===== src/rtl/alu_vector_writer.sv =====
// Sweeps every 74181 {s,M,ci,a,b} combination and streams {s,M,ci,a,b,y} words; SETTLE+2 cycles per word.
// A low vec_ready stalls in EMIT with alu_* and vec_data frozen until the handshake.
module alu_vector_writer #(
    parameter int SETTLE     = 1,
    parameter int LAST_INDEX = 16383
) (
    input  logic        clk,
    input  logic        reset,
    input  logic        start,
    output logic [3:0]  alu_s,
    output logic        alu_m,
    output logic        alu_ci,
    output logic [3:0]  alu_a,
    output logic [3:0]  alu_b,
    input  logic [3:0]  alu_y,
    output logic [17:0] vec_data,
    output logic        vec_valid,
    input  logic        vec_ready,
    output logic        busy,
    output logic        done,
    output logic [14:0] vec_count
);

    typedef enum logic [2:0] {
        ST_IDLE,
        ST_DRIVE,
        ST_CAPTURE,
        ST_EMIT,
        ST_DONE
    } state_t;

    localparam logic [13:0] LAST       = 14'(LAST_INDEX);
    localparam logic [3:0]  SETTLE_END = 4'(SETTLE - 1);

    state_t      state;
    state_t      state_nxt;
    logic [13:0] idx;
    logic [13:0] idx_inc;
    logic [3:0]  settle_cnt;
    logic        accept;
    logic        at_last;

    assign accept  = (state == ST_EMIT) && vec_valid && vec_ready;
    assign at_last = (idx == LAST);
    assign idx_inc = idx + 14'd1;
    assign busy    = (state != ST_IDLE);
    assign done    = (state == ST_DONE);

    always_ff @(posedge clk or negedge reset) begin
        if (!reset) begin
            state <= ST_IDLE;
        end else begin
            state <= state_nxt;
        end
    end

    always_comb begin
        state_nxt = state;
        case (state)
            ST_IDLE:    if (start) state_nxt = ST_DRIVE;
            ST_DRIVE:   if (settle_cnt == SETTLE_END) state_nxt = ST_CAPTURE;
            ST_CAPTURE: state_nxt = ST_EMIT;
            ST_EMIT:    if (accept) state_nxt = at_last ? ST_DONE : ST_DRIVE;
            ST_DONE:    state_nxt = ST_IDLE;
            default:    state_nxt = ST_IDLE;
        endcase
    end

    always_ff @(posedge clk or negedge reset) begin
        if (!reset) begin
            idx        <= 14'd0;
            settle_cnt <= 4'd0;
            alu_s      <= 4'd0;
            alu_m      <= 1'b0;
            alu_ci     <= 1'b0;
            alu_a      <= 4'd0;
            alu_b      <= 4'd0;
            vec_data   <= 18'd0;
            vec_valid  <= 1'b0;
            vec_count  <= 15'd0;
        end else begin
            case (state)
                ST_IDLE: begin
                    if (start) begin
                        idx        <= 14'd0;
                        settle_cnt <= 4'd0;
                        vec_count  <= 15'd0;
                        {alu_s, alu_m, alu_ci, alu_a, alu_b} <= 14'd0;
                    end
                end
                ST_DRIVE: begin
                    settle_cnt <= settle_cnt + 4'd1;
                end
                ST_CAPTURE: begin
                    vec_data  <= {idx, alu_y};
                    vec_valid <= 1'b1;
                end
                ST_EMIT: begin
                    if (accept) begin
                        vec_valid <= 1'b0;
                        vec_count <= vec_count + 15'd1;
                        // The final index is never incremented, so idx cannot wrap past LAST.
                        if (!at_last) begin
                            idx        <= idx_inc;
                            settle_cnt <= 4'd0;
                            {alu_s, alu_m, alu_ci, alu_a, alu_b} <= idx_inc;
                        end
                    end
                end
                default: begin
                end
            endcase
        end
    end

endmodule

===== config.mk =====
export PLATFORM = sky130hd
export DESIGN_NAME = alu_vector_writer
export DESIGN_NICKNAME = d
export VERILOG_FILES = /design/src/rtl/alu_vector_writer.sv
export SDC_FILE = /design/constraint.sdc
export NUM_CORES = 1
export LEC_CHECK = 0
export ABC_AREA = 0
export BUFFER_PORTS_ARGS = -buffer_cell sky130_fd_sc_hd__buf_4
export CAP_MARGIN = 10
export CORE_MARGIN = 10
export CORE_UTILIZATION = 50
export DETAILED_ROUTE_END_ITERATION = 16
export GPL_TIMING_DRIVEN = 0
export PLACE_DENSITY = 0.74
export REMOVE_ABC_BUFFERS = 1
export SLEW_MARGIN = 10
export SYNTH_ARGS = -nofsm -noshare
export SYNTH_HDL_FRONTEND = slang
export SYNTH_SLANG_ARGS = --single-unit

===== constraint.sdc =====
create_clock -name clk -period 3.6 [get_ports clk]
set_clock_uncertainty 0.1 [all_clocks]
set_input_delay 0.36 -clock clk [delete_from_list [all_inputs] [get_ports clk]]
set_output_delay 0.36 -clock clk [all_outputs]
set_load 0.005 [all_outputs]

After elaboration in Yosys (flattened, before gate mapping)
Cells that the tools add are included.
- register bits after elaboration: 69
- bits in latches: 0
- memory bits (writable): 0
- memory bits (read-only): 0
- input bits: 8
- output and inout bits: 50
- word-level logic and storage cells: 70
- memories: 0
- add/sub/neg operators: 3
- multiply operators: 0
- divide/modulo/power cells: 0
- $lt $le $gt $ge: 0
- eq/ne operators: 9
- shifts and indexed selects: 0
- muxes and demuxes: 34
- bitwise operators: 0
- reductions and logical operators: 13
- operators by type and width (operator ; number):
    $mux 14 ; 3
    $mux 4 ; 9
    $mux 15 ; 2
    $pmux 15 s2 ; 1
    $pmux 14 s2 ; 1
    $pmux 4 s2 ; 3
    $add 15x1->15 const B ; 1
    $add 14x1->14 const B ; 1
    $eq 14x14->1 const B ; 1
    $mux 3 ; 4
    $pmux 3 s4 ; 1
    $pmux 4 s3 ; 1
    $ne 2x2->1 const B ; 4
    $reduce_and 4->1 ; 2
    $eq 3x2->1 const B ; 2
    $mux 1 ; 6
    $pmux 1 s2 ; 3
    $reduce_and 3->1 ; 2
    $reduce_bool 3->1 ; 2
    $add 4x1->4 const B ; 1
    $logic_not 4->1 ; 1
    $reduce_bool 2->1 ; 2
    $eq 3x1->1 const B ; 1
    $eq 3x3->1 const B ; 1
    3 further kinds ; 4

Longest topological paths before layout
Gate-level depths: netlist (run 1).
- depth in word-level cells: 5
- gate-level depth with buffers: 8
- depth with buffers taken out: 5

Least setup slack after synthesis (run 1)
Ideal clock, no wire load.
- kind: flip-flop to flip-flop
- start point: register alu_b[0] (netlist name)
- end point: register idx[9]
- library setup time: 0.133 ns
- arrival time: 1.736 ns
- required time: 3.367 ns
- slack: 1.632 ns
- cell stages (with the launch flop): 9
- path buffers: 3
- period minus slack after synthesis: 1.968 ns
- cell sequence: dfrtp_1 -> ha_1 -> and4_1 -> buf_2 -> and4_1 -> buf_2 -> buf_2 -> o31ai_1 -> o41ai_1
- RTL lines (what ; RTL line ; text):
    end signal: assignment ; 104 ; idx <= idx_inc;
    end: declaration ; 37 ; logic [13:0] idx;

==> results of run 1 <==
-- flip-flops by register name, indices dropped and copies added, names as in the netlist --
signal / cells
state: 3
alu_a: 3
alu_b: 3
vec_valid: 1
vec_count: 15
vec_data: 18
alu_s: 4
settle_cnt: 4
idx: 4
-- cell usage after synthesis, drive strengths merged (5+ instances only) --
library cell / n / share of area, %
o211ai: 5 / 1.3
nor2: 14 / 1.9
a21oi: 6 / 1.1
o21ai: 16 / 2.8
nand4: 7 / 1.6
mux2: 18 / 7.2
nand3: 12 / 2.3
clkbuf: 6 / 0.80
nand3b: 5 / 1.3
o31ai: 14 / 3.7
a31oi: 9 / 2.0
buf: 8 / 1.6
dfrtp: 55 / 49
nand2: 21 / 3.1
inv: 9 / 1.2
-- cell type report --
class	count	area share [%]
clock buffer	6	2.151
sequential	55	40.79
inverter	9	1.001
tap	72	2.670
multi-input combinational	187	39.90
timing repair buffer	58	13.13
clock inverter	2	0.3708
-- through the flow --
stage / cells / util, % / hold slack [ns] / setup slack [ns]
after floorplan: 251 / - / -0.03559 / 1.552
after detailed placement: 381 / 60.11 / 0.3586 / 1.159
after global routing: 389 / 61.66 / 0.04393 / 0.9225
after CTS: 389 / 61.66 / 0.02250 / 1.112
final: 389 / 61.66 / -0.01202 / 1.131
after global placement: 380 / 59.72 / 0.3582 / 1.007
-- cells by family after synthesis --
family          Yosys count  synth area share [%]
xor+xnor                  3                0.9327
fa+ha+maj                 4                 1.776
buf+inv                  23                 3.597
mux                      18                 7.193
flops                    55                 48.85
compound gates           74                 19.54
simple gates             88                 18.12
-- worst reg2reg max path, stage by stage (launching register included) --
cell and delay (ns):
dfrtp_1 0.45, ha_1 0.23, and4_1 0.42, and4_1 0.64, nor2_1 0.22, o31ai_1 0.30
-- metal layers --
layer,track usage (%),part of all wire (%),vias up
li1,-,-,1103
met1,18.93,44,1127
met2,23.18,48,59
met3,4.242,6.6,7
met4,3.741,0.97,0
met5,0,0,-
-- how the worst max path moves through the flow --
stage                                    start                   endpoint  slack, ns  depth (start not counted)
after floorplan           state[1]$_DFFE_PN0P_    vec_data[1]$_DFFE_PN0P_       1.55                          3
final                     alu_b[0]$_DFFE_PN0P_  settle_cnt[1]$_DFFE_PN0P_       1.13                          5
after CTS                 alu_b[0]$_DFFE_PN0P_  settle_cnt[1]$_DFFE_PN0P_       1.11                          5
after global routing      alu_b[0]$_DFFE_PN0P_  settle_cnt[1]$_DFFE_PN0P_       0.92                          5
after global placement    state[1]$_DFFE_PN0P_    vec_data[7]$_DFFE_PN0P_       1.01                          3
after detailed placement  alu_b[0]$_DFFE_PN0P_  settle_cnt[1]$_DFFE_PN0P_       1.16                          5
-- power by group through the flow --
stage / Clock [uW] / Sequential, uW / Combinational [uW]
2_1_floorplan: 0 / 920 / 392
3_3_place_gp: 0 / 937 / 681
3_5_place_dp: 0 / 948 / 709
4_1_cts: 347 / 936 / 713
5_1_grt: 373 / 962 / 781
6_report: 334 / 936 / 694
==> impl_metrics.yaml, run 1 <==
run_status:
  status: "finished, violations left"
  violations: "hold timing"
timing:
  slew-limit-headroom_pct: 49.05
  period_share_pct: 68.58
  finalCriticalPeriod_ns: 2.469
  setup_viol: 0
  setup_tns_ns: 0
  hold_viol_final: 7
  slew_viol_final: 0
  tightest_slew_ns: 0.7642
  finalHoldWorstSlack_ns: -0.01202
  timing.fmax_ghz: 0.4051
  grt_setup_unrepaired: "false"
pwr:
  power_leakage_uw: 0.001533
  power.density_mw_per_mm2: 581.7
  sequentialPowerShare_pct: 47.7
  vdd_drop_max_mv: 0.3223
  clkPwrFrac_pct: 17.0
  p_sw_share_pct: 37.17
  p_comb_share_pct: 35.3
  p_int_uw: 1233
  p_sw_uw: 729.6
  power.total_uw: 1963
global_routing:
  track_usage_pct: 14.54
  antenna_found_initial: 0
  grt_max_degree: 56
  grt_first_pass_wirelength_mm: 10.79
  grt_overflow: 0
  grt_pass1_vias: 2177
worst_setup_path:
  cpMaxStageDelayCell: "and4_1"
  cp.arrival_ns: 2.57
  r2r_cells: 5
  r2r_slack_ns: 1.13
  crit_path_cell_trace: "ha_1 > and4_1 > and4_1 > nor2_1 > o31ai_1"
  critPathBufInv: 0
  timing.rr.start: "alu_b[0]$_DFFE_PN0P_"
  crit_top_cell: "and4_1"
  cp-start-kind: "flop"
  crit_family: "simple AND/OR/NAND/NOR gates"
  r2r-end: "settle_cnt[1]$_DFFE_PN0P_"
  required_ns: 3.70
  critPathMaxFanout: 15
  worst-setup-path-type: "flop to flop"
  crit_path_end_kind: "flop"
  slowest_delay_ns: 0.64
route:
  ant_nets: 0
  drtPass1Iterations: 4
  dr_total_vias: 2296
  wl_per_cell_um: 16.97
  routed_via_density: 5.902
  drt_first_iter_violations: 132
  totalWireLength_mm: 6.600
  drc: 0
floorplanning:
  die-area_mm2: 0.009038
  core_mm2: 0.005473
  rows: 27
  initial_utilization_pct: 51.49
  ioPinCount: 58
  die_w_um: 95.07
  die_h_um: 95.07
synthesis:
  synth_cells: 265
  yosys_warnings: 0
  synth_edf_count: 0
  seq_area_frac_synth_pct: 48.85
  yosysUniqueCellTypes: 57
  synth_area_mm2: 0.002818
  async_flop_share_pct: 100.0
  synth_ff_type: "dfrtp_1"
  avgSynthCellArea_um2: 10.63
  ys_ff_latch: 55
clocking:
  clock_sink_count: 55
  holdBufCountCts: 0
  root_buffer: "clkbuf_8"
  cts_buffers: 5
  cts_resized: 0
  cts_setup_buffers: 0
  clk_path_buf_depth: 2
  cts_tree: "yes"
  path_clk_slew_ns: 0.10
  clock_latency_ns: 0.30
  htree_levels: 2
finish:
  seqCellArea_mm2: 0.001376
  fill_cells: 469
  multiInputGateArea_mm2: 0.001346
  finish.instance_area_mm2: 0.003374
  final_net_count: 328
  final_common_cell: "buf_4"
  layout_common_cells: "buf_4 (57), dfrtp_1 (55), nand2_1 (20)"
  n_antenna_cell: 0
  area_growth_pct: 19.76
  drive_above_1_share_pct: 29.02
min_path:
  hold_class: "input pin to async pin"
placed_design:
  post-dp-hpwl_mm: 4.648
  io_buffer_count: 57
  placed_area_mm2: 0.003289
  place.gp.congestion: 0.8262
job:
  drv_cap: 0
(Power assumes the default switching activity.)
==> run 2: changes to the inputs <==
==> constraint.sdc (replaced) <==
create_clock -name clk -period 2.4 [get_ports clk]
set_clock_uncertainty 0.1 [all_clocks]
set_input_delay 0.24 -clock clk [delete_from_list [all_inputs] [get_ports clk]]
set_output_delay 0.24 -clock clk [all_outputs]
set_load 0.005 [all_outputs]
==> impl_metrics.yaml, run 2 (synthesized netlist as in run 1, its figures left out) <==
worst_setup_path:
  critPathMaxFanout: 23
  crit_family: "simple AND/OR/NAND/NOR gates"
  worst-setup-path-type: "flop to flop"
  crit_path_cell_trace: "or3b_4 > a21o_2 > nor2_1 > a31oi_1"
  critPathBufInv: 0
  cpMaxStageDelayCell: "dfrtp_1"
  r2r-end: "alu_s[1]$_DFFE_PN0P_"
  cp.arrival_ns: 2.28
  cp-start-kind: "flop"
  timing.rr.start: "state[0]$_DFFE_PN0P_"
  slowest_delay_ns: 0.55
  required_ns: 2.48
  crit_path_end_kind: "flop"
  r2r_slack_ns: 0.19
  r2r_cells: 4
timing:
  setup_tns_ns: 0
  tightest_slew_ns: 0.7600
  period_share_pct: 92.03
  finalCriticalPeriod_ns: 2.209
  slew-limit-headroom_pct: 49.15
  grt_setup_unrepaired: "false"
  timing.fmax_ghz: 0.4527
  hold_viol_final: 0
  finalHoldWorstSlack_ns: 0.04903
  setup_slack_ns: 0.1913
  slew_viol_final: 0
  setup_viol: 0
placed_design:
  preCtsSetupSlack_ns: -0.04140
  post-dp-hpwl_mm: 4.648
  io_buffer_count: 57
  place.gp.congestion: 0.8262
pwr:
  clkPwrFrac_pct: 16.9
  p_comb_share_pct: 35.7
  p_sw_uw: 1103
  p_int_uw: 1856
  p_sw_share_pct: 37.27
  sequentialPowerShare_pct: 47.5
  vdd_drop_max_mv: 0.4785
  power.density_mw_per_mm2: 870.8
  power_leakage_uw: 0.001541
  power.total_uw: 2959
clocking:
  clock_sink_count: 55
  path_clk_slew_ns: 0.10
  cts_tree: "yes"
  cts_buffers: 5
  clock_latency_ns: 0.30
  htree_levels: 2
  root_buffer: "clkbuf_8"
  clk_path_buf_depth: 2
finish:
  layout_common_cells: "buf_4 (58), dfrtp_1 (55), nand2_1 (20)"
  drive_above_1_share_pct: 30.09
  fill_cells: 464
  largest_register_ffs: 18
  n_antenna_cell: 0
  final_common_cell: "buf_4"
  final_net_count: 330
  largestRegisters: "vec_data: 18 flops, vec_count: 15 flops"
  area_growth_pct: 20.60
  regMostFlops: "vec_data"
floorplanning:
  die_h_um: 95.07
  rows: 27
  die_w_um: 95.07
  initial_utilization_pct: 51.49
  die-area_mm2: 0.009038
  ioPinCount: 58
  core_mm2: 0.005473
global_routing:
  track_usage_pct: 14.55
  antenna_found_initial: 0
  grt.busiest_layer: "met2"
  use_met3_pct: 4.242
  grt_max_degree: 56
  grt_pass1_vias: 2180
  grt_first_pass_wirelength_mm: 10.81
  grt_overflow: 0
  grtUsageMet1_pct: 18.97
  met2_usage_pct: 23.18
route:
  dr_total_vias: 2309
  routed_via_density: 5.905
  drt_first_iter_violations: 152
  drtPass1Iterations: 4
  wl_per_cell_um: 17.00
  drc: 0
  ant_nets: 0
  totalWireLength_mm: 6.648
min_path:
  hold_end: "vec_data[0]$_DFFE_PN0P_"
  holdPathStages: 2
  hold_class: "input pin to flop"
  hp-start: "alu_y[0]"
run_status:
  status: "complete, no violations"
job:
  drv_cap: 0
-- run 2: stage by stage --
stage	instances	instance area [um2]	util [%]
after floorplan	251	2750	-
after global placement	380	3268	59.72
after detailed placement	381	3289	60.11
after CTS	390	3386	61.87
after global routing	391	3398	62.09
final	391	3398	62.09
-- run 2: how the worst max path moves through the flow --
stage,start,to,slack [ns],cells past startpoint
floorplan,state[1]$_DFFE_PN0P_,vec_data[1]$_DFFE_PN0P_,0.35,3
global placement,state[1]$_DFFE_PN0P_,vec_data[7]$_DFFE_PN0P_,-0.19,3
detailed placement,alu_b[0]$_DFFE_PN0P_,settle_cnt[1]$_DFFE_PN0P_,-0.04,5
CTS,state[0]$_DFFE_PN0P_,alu_s[1]$_DFFE_PN0P_,0.004,4
global route,alu_b[0]$_DFFE_PN0P_,settle_cnt[1]$_DFFE_PN0P_,0.08,5
finish,state[0]$_DFFE_PN0P_,alu_s[1]$_DFFE_PN0P_,0.19,4
-- run 2: power by group through the flow --
stage	logic, uW	clock network [uW]	registers (uW)
after floorplan	588	0	1380
after global placement	1020	0	1410
after detailed placement	1060	0	1420
after CTS	1070	520	1400
after global routing	1180	559	1440
final	1060	499	1410
-- run 2: timing repair --
item,in CTS,in global routing
endpoints found under the hold margin,55,0
pin swaps,0,0
gates resized for setup,1,3
endpoints found under the setup margin,1,13
hold buffers,1,0
buffers inserted,0,1
-- run 2: layout make-up --
class                           count  area (um2)  area share [%]
Sequential cell                    55        1376           40.50
Multi-Input combinational cell    187        1353           39.80
Timing Repair Buffer               60       460.4           13.55
Tap cell                           72       90.09           2.651
Clock buffer                        6       72.57           2.135
Inverter                            9       33.78          0.9941
Clock inverter                      2       12.51          0.3682
-- run 2: layer usage --
layer	routed length, um	vias to the layer above
met4	46	0
met1	3030	1137
met2	3164	61
met3	407	5
li1	-	1106
met5	0	-
==> run 3: changes to the inputs <==
==> constraint.sdc (replaced) <==
create_clock -name clk -period 2.4 [get_ports clk]
set_clock_uncertainty 0.1 [all_clocks]
set_input_delay 0 -clock clk [delete_from_list [all_inputs] [get_ports clk]]
set_output_delay 0 -clock clk [all_outputs]
set_load 0.005 [all_outputs]
==> impl_metrics.yaml, run 3 (synthesized netlist as in run 1, its figures left out) <==
timing:
  slew-limit-headroom_pct: 50.63
  hold_viol_final: 0
  tightest_slew_ns: 0.7379
  slew_viol_final: 0
  period_share_pct: 91.71
  setup_viol: 0
  finalCriticalPeriod_ns: 2.201
  grt_setup_unrepaired: "false"
  timing.fmax_ghz: 0.4543
global_routing:
  grt_first_pass_wirelength_mm: 10.96
  grt_overflow: 0
  track_usage_pct: 14.78
  grt_max_degree: 56
  grtUsageMet1_pct: 19.17
  antenna_found_initial: 0
  met2_usage_pct: 23.64
  grt.busiest_layer: "met2"
  use_met3_pct: 4.399
  grt_pass1_vias: 2211
pwr:
  power.density_mw_per_mm2: 858.7
  clkPwrFrac_pct: 16.9
  power_leakage_uw: 0.001566
  sequentialPowerShare_pct: 47.3
  p_sw_uw: 1107
  p_comb_share_pct: 35.8
  p_int_uw: 1863
  vdd_drop_max_mv: 0.4837
  power.total_uw: 2970
  p_sw_share_pct: 37.27
worst_setup_path:
  cp.arrival_ns: 2.28
  r2r_cells: 4
  required_ns: 2.48
  critPathMaxFanout: 23
  cp-start-kind: "flop"
  worst-setup-path-type: "flop to flop"
  crit_path_end_kind: "flop"
finish:
  drive_above_1_share_pct: 29.54
  fill_cells: 455
  layout_common_cells: "buf_4 (58), dfrtp_1 (55), nand2_1 (20)"
  final_net_count: 336
  area_growth_pct: 22.74
  largestRegisters: "vec_data: 18 flops, vec_count: 15 flops"
  final_common_cell: "buf_4"
  n_antenna_cell: 0
  utilization_pct: 63.19
  finish.instance_area_mm2: 0.003458
  regMostFlops: "vec_data"
  largest_register_ffs: 18
route:
  wl_per_cell_um: 16.96
  drc: 0
  drtPass1Iterations: 4
  dr_total_vias: 2342
  drt_first_iter_violations: 148
  totalWireLength_mm: 6.733
  routed_via_density: 5.899
  ant_nets: 0
clocking:
  clock_latency_ns: 0.30
  cts_buffers: 5
  clock_sink_count: 55
  cts_tree: "yes"
  htree_levels: 2
  root_buffer: "clkbuf_8"
  path_clk_slew_ns: 0.10
  clk_path_buf_depth: 2
floorplanning:
  ioPinCount: 58
  die-area_mm2: 0.009038
  core_mm2: 0.005473
  die_w_um: 95.07
  die_h_um: 95.07
  rows: 27
  initial_utilization_pct: 51.49
placed_design:
  post-dp-hpwl_mm: 4.648
  io_buffer_count: 57
  placed_area_mm2: 0.003289
  place.gp.congestion: 0.8262
run_status:
  status: "complete, no violations"
job:
  drv_cap: 0
min_path:
  hold_class: "input pin to async pin"
==> run 3: final cells by class <==
class                           count  area [um2]  share of cell area [%]
Clock buffer                        6       72.57                   2.098
Timing Repair Buffer               66       520.5                   15.05
Inverter                            9       33.78                  0.9768
Sequential cell                    55        1376                   39.80
Multi-Input combinational cell    187        1353                   39.11
Clock inverter                      2       12.51                  0.3618
Tap cell                           72       90.09                   2.605
==> run 3: final timing paths <==
| path | to | slack, ns | start |
|---|---|---|---|
| min in group clk | vec_data[0]$_DFFE_PN0P_ | 0.36 | alu_y[0] |
| worst max register to register | alu_s[1]$_DFFE_PN0P_ | 0.20 | state[0]$_DFFE_PN0P_ |
| worst min-delay path | vec_count[5]$_DFFE_PN0P_ | 0.17 | reset |
| worst min register to register | vec_data[17]$_DFFE_PN0P_ | 0.40 | vec_data[17]$_DFFE_PN0P_ |
| max in group asynchronous | state[1]$_DFFE_PN0P_ | 1.55 | reset |
| worst max-delay path | alu_s[1]$_DFFE_PN0P_ | 0.20 | state[0]$_DFFE_PN0P_ |
==> run 3: metal layers <==
| metal | vias to the layer above | routed length, um | part of all wire [%] |
|---|---|---|---|
| li1 | 1121 | - | - |
| met1 | 1154 | 3021 | 45 |
| met2 | 62 | 3245 | 48 |
| met3 | 5 | 420 | 6.2 |
| met4 | 0 | 46 | 0.68 |
| met5 | - | 0 | 0 |
==> run 3: power by group through the flow <==
stage          Clock (uW)  Sequential [uW]  Combinational [uW]
4_1_cts               520             1400                1080
6_report              502             1410                1060
3_3_place_gp            0             1410                1020
3_5_place_dp            0             1420                1060
5_1_grt               559             1440                1190
2_1_floorplan           0             1380                 588
==> run 3: metrics by stage <==
stage	hold slack (ns)	worst slack, ns	cells	setup TNS, ns
6_report	0.1681	0.1990	397	0
5_1_grt	0.2423	0.07836	397	0
4_1_cts	0.2096	0.003551	396	0
3_5_place_dp	-0.001353	-0.04140	381	-0.04140
3_3_place_gp	-0.001808	-0.1932	380	-3.357
2_1_floorplan	-0.3956	0.3516	251	0
==> run 3: repair_timing <==
action | 4_1_cts | 5_1_grt
hold buffers | 7 | 0
buffers inserted | 0 | 1
hold endpoints to repair | 62 | 0
gates resized for setup | 1 | 3
setup endpoints to repair | 1 | 13
pin swaps | 0 | 0
==> run 3: critical path: stages (launching register included) <==
cell	delay, ns
dfrtp_1	0.55
or3b_4	0.52
a21o_2	0.40
nor2_1	0.36
a31oi_1	0.14
